===== src/rtl/mux16_scanner_if.sv =====
// Bus between the mux16 scanner and its mux/consumer: select, mux output, snapshot handshake.
// Optional CHANGE_MASK_EN adds the change_mask signal.
interface mux16_scanner_if;
    // Handshake: valid stays high with snapshot stable until a clock edge with
    // valid && ready; that edge completes the transfer. ready without valid is ignored.
    logic        start;
    logic        f;
    logic [3:0]  sel;
    logic        busy;
    logic [15:0] snapshot;
    logic        valid;
    logic        ready;
`ifdef CHANGE_MASK_EN
    logic [15:0] change_mask;
`endif

    modport master (
        input  start,
        input  f,
        input  ready,
        output sel,
        output busy,
        output snapshot,
        output valid
`ifdef CHANGE_MASK_EN
        , output change_mask
`endif
    );

    modport slave (
        output start,
        output f,
        output ready,
        input  sel,
        input  busy,
        input  snapshot,
        input  valid
`ifdef CHANGE_MASK_EN
        , input change_mask
`endif
    );
endinterface


===== src/rtl/mux16_scanner.sv =====
// Walks a 16:1 mux select, samples f after a settle interval per channel and publishes
// the assembled word with valid/ready. Optional CHANGE_MASK_EN adds a per-pass change mask.
module mux16_scanner #(
    parameter int NUM_CH     = 16,
    parameter int SETTLE_CYC = 1
) (
    input  logic              clk,
    input  logic              rst_n,
    mux16_scanner_if.master   bus,
    output logic [1:0]        dbg_state_o
);

    typedef enum logic [1:0] {
        IDLE   = 2'd0,
        SETTLE = 2'd1,
        HOLD   = 2'd2
    } state_e;

    localparam logic [3:0] SETTLE_INIT = 4'(SETTLE_CYC);
    localparam logic [3:0] LAST_SEL    = 4'(NUM_CH - 1);

    state_e      state_q, state_d;
    logic [3:0]  sel_q, sel_d;
    logic [3:0]  cnt_q, cnt_d;
    logic [15:0] shadow_q, shadow_d;
    logic [15:0] snapshot_q, snapshot_d;
    logic        valid_q, valid_d;
`ifdef CHANGE_MASK_EN
    logic [15:0] change_mask_q, change_mask_d;
`endif

    always_ff @(posedge clk) begin
        if (!rst_n) begin
            state_q       <= IDLE;
            sel_q         <= 4'd0;
            cnt_q         <= 4'd0;
            shadow_q      <= 16'd0;
            snapshot_q    <= 16'd0;
            valid_q       <= 1'b0;
`ifdef CHANGE_MASK_EN
            change_mask_q <= 16'd0;
`endif
        end else begin
            state_q       <= state_d;
            sel_q         <= sel_d;
            cnt_q         <= cnt_d;
            shadow_q      <= shadow_d;
            snapshot_q    <= snapshot_d;
            valid_q       <= valid_d;
`ifdef CHANGE_MASK_EN
            change_mask_q <= change_mask_d;
`endif
        end
    end

    always_comb begin
        state_d       = state_q;
        sel_d         = sel_q;
        cnt_d         = cnt_q;
        shadow_d      = shadow_q;
        snapshot_d    = snapshot_q;
        valid_d       = valid_q;
`ifdef CHANGE_MASK_EN
        change_mask_d = change_mask_q;
`endif
        case (state_q)
            IDLE: begin
                valid_d = 1'b0;
                sel_d   = 4'd0;
                if (bus.start) begin
                    shadow_d = 16'd0;
                    cnt_d    = SETTLE_INIT;
                    state_d  = SETTLE;
                end
            end
            SETTLE: begin
                if (cnt_q != 4'd0) begin
                    cnt_d = cnt_q - 4'd1;
                end else begin
                    shadow_d[sel_q] = bus.f;
                    if (sel_q == LAST_SEL) begin
                        // Only the completed word is ever published, never the shadow.
                        snapshot_d = shadow_d;
`ifdef CHANGE_MASK_EN
                        change_mask_d = shadow_d ^ snapshot_q;
`endif
                        valid_d = 1'b1;
                        sel_d   = 4'd0;
                        state_d = HOLD;
                    end else begin
                        sel_d = sel_q + 4'd1;
                        cnt_d = SETTLE_INIT;
                    end
                end
            end
            HOLD: begin
                if (valid_q && bus.ready) begin
                    valid_d = 1'b0;
                    state_d = IDLE;
                end
            end
            default: begin
                state_d = IDLE;
                valid_d = 1'b0;
                sel_d   = 4'd0;
            end
        endcase
    end

    assign bus.sel      = sel_q;
    assign bus.busy     = (state_q != IDLE);
    assign bus.snapshot = snapshot_q;
    assign bus.valid    = valid_q;
`ifdef CHANGE_MASK_EN
    assign bus.change_mask = change_mask_q;
`endif
    assign dbg_state_o  = state_q;

endmodule


===== src/flat_wrapper.sv =====
// flat-port wrapper written by rule: the top's interface ports become plain ports
module mux16_scanner_flat 
#(
    parameter int NUM_CH     = 16,
    parameter int SETTLE_CYC = 1
)
  (clk, rst_n, dbg_state_o, bus_start, bus_f, bus_ready, bus_sel, bus_busy, bus_snapshot, bus_valid);
  mux16_scanner_if bus_i ();
  input  logic clk;
  input  logic rst_n;
  output logic [1:0] dbg_state_o;
  input wire logic [$bits(bus_i.start)-1:0] bus_start;
  input wire logic [$bits(bus_i.f)-1:0] bus_f;
  input wire logic [$bits(bus_i.ready)-1:0] bus_ready;
  output wire logic [$bits(bus_i.sel)-1:0] bus_sel;
  output wire logic [$bits(bus_i.busy)-1:0] bus_busy;
  output wire logic [$bits(bus_i.snapshot)-1:0] bus_snapshot;
  output wire logic [$bits(bus_i.valid)-1:0] bus_valid;
  assign bus_i.start = bus_start;
  assign bus_i.f = bus_f;
  assign bus_i.ready = bus_ready;
  assign bus_sel = bus_i.sel;
  assign bus_busy = bus_i.busy;
  assign bus_snapshot = bus_i.snapshot;
  assign bus_valid = bus_i.valid;
  mux16_scanner #(.NUM_CH(NUM_CH), .SETTLE_CYC(SETTLE_CYC)) u_core (.clk(clk), .rst_n(rst_n), .bus(bus_i), .dbg_state_o(dbg_state_o));
endmodule

===== config.mk =====
export PLATFORM = sky130hd
export DESIGN_NAME = mux16_scanner_flat
export DESIGN_NICKNAME = d
export VERILOG_FILES = /design/src/rtl/mux16_scanner_if.sv /design/src/rtl/mux16_scanner.sv /design/src/flat_wrapper.sv
export SDC_FILE = /design/constraint.sdc
export NUM_CORES = 1
export LEC_CHECK = 0
export BUFFER_PORTS_ARGS = -buffer_cell sky130_fd_sc_hd__buf_2
export CAP_MARGIN = 40
export CORE_MARGIN = 1
export CORE_UTILIZATION = 33
export CTS_BUF_LIST = sky130_fd_sc_hd__clkbuf_2
export CTS_CLUSTER_SIZE = 30
export DETAILED_ROUTE_END_ITERATION = 6
export PLACE_DENSITY = 0.59
export SETUP_SLACK_MARGIN = 0.3
export SYNTH_ARGS = -nofsm -noshare
export SYNTH_HDL_FRONTEND = slang
export SYNTH_SLANG_ARGS = --single-unit

===== constraint.sdc =====
create_clock -name clk -period 1.62 [get_ports clk]
set_input_delay 0.243 -clock clk [delete_from_list [all_inputs] [get_ports clk]]
set_output_delay 0.243 -clock clk [all_outputs]
set_load 0.02 [all_outputs]

==> results.cfg <==
[run_status]
status = finished, final reports clean

[clock_network]
htreeDepth = 2
cts_tree = yes
cts_buffer_depth = 2
worstSkewPairLatency_ps = 420
cts.sinks = 42
cts_buffers = 5
ctsHoldBuffers = 0
clk_pin_slew_ps = 230
clock-root-buffer = clkbuf_2

[yosys]
synth_cell_types = 41
seq_area_frac_synth = 0.410
synth_area_mm2 = 0.00205
synth-simple-area-share = 0.151
yosysTopAreaCell = dfxtp_1
synth_top_cell_area_share = 0.410
syn_avg_cell_area_um2 = 10.0
ys_seq_elements = 42
synthMuxAreaShare = 0.0781
syn_nets = 216
synth_adder_area_share = 0.0366
synth-xor-area-share = 0
synth.top_cells.by_area = dfxtp_1, mux2i_1, o2bb2ai_1, a211oi_1, a31oi_1
synth_top_family_by_area = compound AO/OA/AOI/OAI gates
netlist_instances = 205
synth_compound_gate_area_share = 0.252
ys_warn_count = 0

[routing]
detail_route.wirelength_um = 5660
viasPerCell = 5.58
wire_per_inst_um = 17.3
drc = 0
antenna_left = 0
vias = 1824
drt_first_pass_iters = 4
drt_iter0_markers = 106

[sta]
fmax_ghz = 0.639
fin_crit_sh = 0.966
tns_ps = 0
maxSlewViolCount = 0
period_minus_slack_ps = 1570
setup_viol = 0
clock_skew_ps = 16.3
slew_headroom = 0.797
finalHoldViolCount = 0
rsz0062_at_grt = true
tightest_slew_ps = 296

[min_path]
min_path_type = input port to flop

[finish]
drive_gt1_frac = 0.437
stdcell_count = 327
insertedDiodeCount = 0
num-nets-final = 262
final_common_cell = dfxtp_1
multi_input_area_mm2 = 0.00126
seq_area_um2 = 866
layout_common_cells = dfxtp_1, buf_2, buf_4
fillers = 589
stdcell_area_mm2 = 0.00277
area_delta_synth_final_pct = 35.0

[grt]
grt_pass1_wl_um = 8700
gr-total-overflow = 0
grt_use_total = 0.174
antenna_found_initial = 0
grt_pass1_vias = 1694
grt_max_degree = 17

[placement]
dpl_cell_area_mm2 = 0.00235
placedCellCount = 301
hpwl_um = 3420
place.port_buffers = 28
gp_congestion = 0.763

[worst_setup_path]
cp.required_ps = 1970
crit_chain = inv_4, ha_4, nor3b_4, buf_6, buf_8, buf_4, a31oi_4, a211oi_2
worst_setup_path_start_kind = flop
cp-end-kind = flop
critPathBufInv = 4
cp_top_family = buffers and inverters
crit_slowest_cell = dfxtp_4
timing.rr.end = u_core.bus.snapshot[10]
crit_path_end = u_core.bus.snapshot[10]
critPathLaunch = u_core.cnt_q[0]
worst-r2r-cell-count = 8
critPathMaxFanout = 6
crit_cells = 8
timing.rr.start = u_core.cnt_q[0]
critPathKind = flop to flop
critPathArrivalTime_ps = 1920
max_stage_delay_ps = 420
reg2reg_slack_ps = 50

[die]
die_x_um = 80.8
die_h_um = 80.8
rows = 28
start_util = 0.344
die-area_mm2 = 0.00653
coreArea_mm2 = 0.00596
ios = 29

[power]
p_leak_nw = 1.06
p_per_area_mw_per_mm2 = 701
vdd_drop_max_mv = 0.392

[job]
cap_violations = 0
-- final cells by class --
class | count | share of cell area
multi-input cells | 135 | 0.457
flip-flops and latches | 42 | 0.313
repair buffers | 60 | 0.169
well taps | 75 | 0.0339
inverters | 7 | 0.0104
clock buffers | 5 | 0.00905
clock inverters | 3 | 0.00769
-- registers in the layout, indices dropped and copies added (netlist names) --
signal and count:
u_core.bus.sel 4, u_core.bus.snapshot 16, u_core.bus.valid 1, u_core.cnt_q 4
u_core.dbg_state_o 2, u_core.shadow_q 15
-- how the worst min path moves through the flow --
stage / from / cells after the start / slack [ps] / end
5_1_grt: bus_ready / 3 / 100 / u_core.bus.valid
4_1_cts: bus_ready / 3 / 100 / u_core.bus.valid
6_report: bus_ready / 3 / 110 / u_core.bus.valid
3_5_place_dp: u_core.shadow_q[0] / 1 / 450 / u_core.shadow_q[0]
2_1_floorplan: u_core.shadow_q[0] / 1 / 430 / u_core.shadow_q[0]
3_3_place_gp: u_core.shadow_q[5] / 1 / 440 / u_core.shadow_q[5]
-- cell families after synthesis --
kind of cell	Yosys count
buffers and inverters	28
AND/OR/NAND/NOR	45
flip-flops	42
multiplexers	16
adder cells (fa/ha/maj)	6
AO/OA/AOI/OAI	68
-- repair_timing --
item	in CTS	in global routing
gates resized for setup	16	35
cloned	0	2
endpoints found under the setup margin	46	44
buffers inserted	8	8
pin swaps	3	16
-- worst reg2reg max path, stage by stage, from the launching register on --
cell and delay [ps]:
dfxtp_4 420, inv_4 60, ha_4 130, nor3b_4 250
buf_6 180, buf_8 140, buf_4 120, a31oi_4 70
a211oi_2 140
-- Yosys cell counts --
library cell,count
nor2b_1,1
a21oi_1,4
nor3b_1,4
nand3b_1,8
a211oi_1,15
dfxtp_1,42
nand4_1,3
o21a_1,2
nand2b_1,2
o32ai_1,3
nand4b_1,2
a311oi_1,2
buf_4,5
a221oi_4,1
o21ai_0,3
nand4bb_1,1
buf_6,2
o311ai_0,1
or3b_1,1
a22oi_1,1
nor3b_4,1
and3_1,1
nor2_2,1
nand3_1,7
inv_1,7
o21bai_1,1
and4b_1,1
mux2i_1,16
nor2_1,2
nor4_1,2
o2bb2ai_1,15
and3b_1,1
ha_1,6
and2_1,1
a31oi_1,18
nand2_1,5
nor2b_4,1
clkbuf_2,1
buf_2,7
clkbuf_1,6
o211ai_1,2
-- per-stage QoR --
step	util	setup slack (ps)	power [W]	hold WS (ps)
6_report	0.464	54.6	0.00194	113
5_1_grt	0.464	21.2	0.00202	96.0
3_3_place_gp	0.394	112	0.00134	443
3_5_place_dp	0.394	47.6	0.00134	446
4_1_cts	0.422	105	0.00184	101
2_1_floorplan	-	201	0.00129	432
-- layer usage --
layer  track usage  vias to the layer above  wire length (µm)
met5             0                        -                 0
met4        0.0429                        0                52
met3        0.0315                        4               249
met2         0.276                       43              2600
met1         0.242                      889              2750
li1              -                      888                 -
-- report_power, final --
part           internal (W)  total (W)  leakage, nW  switching, W
Clock              0.000106   0.000484       0.0289      0.000378
Sequential          0.00104    0.00106        0.344     0.0000199
Combinational      0.000178   0.000391        0.684      0.000213
No activity file was read; power rests on OpenSTA's default activity.
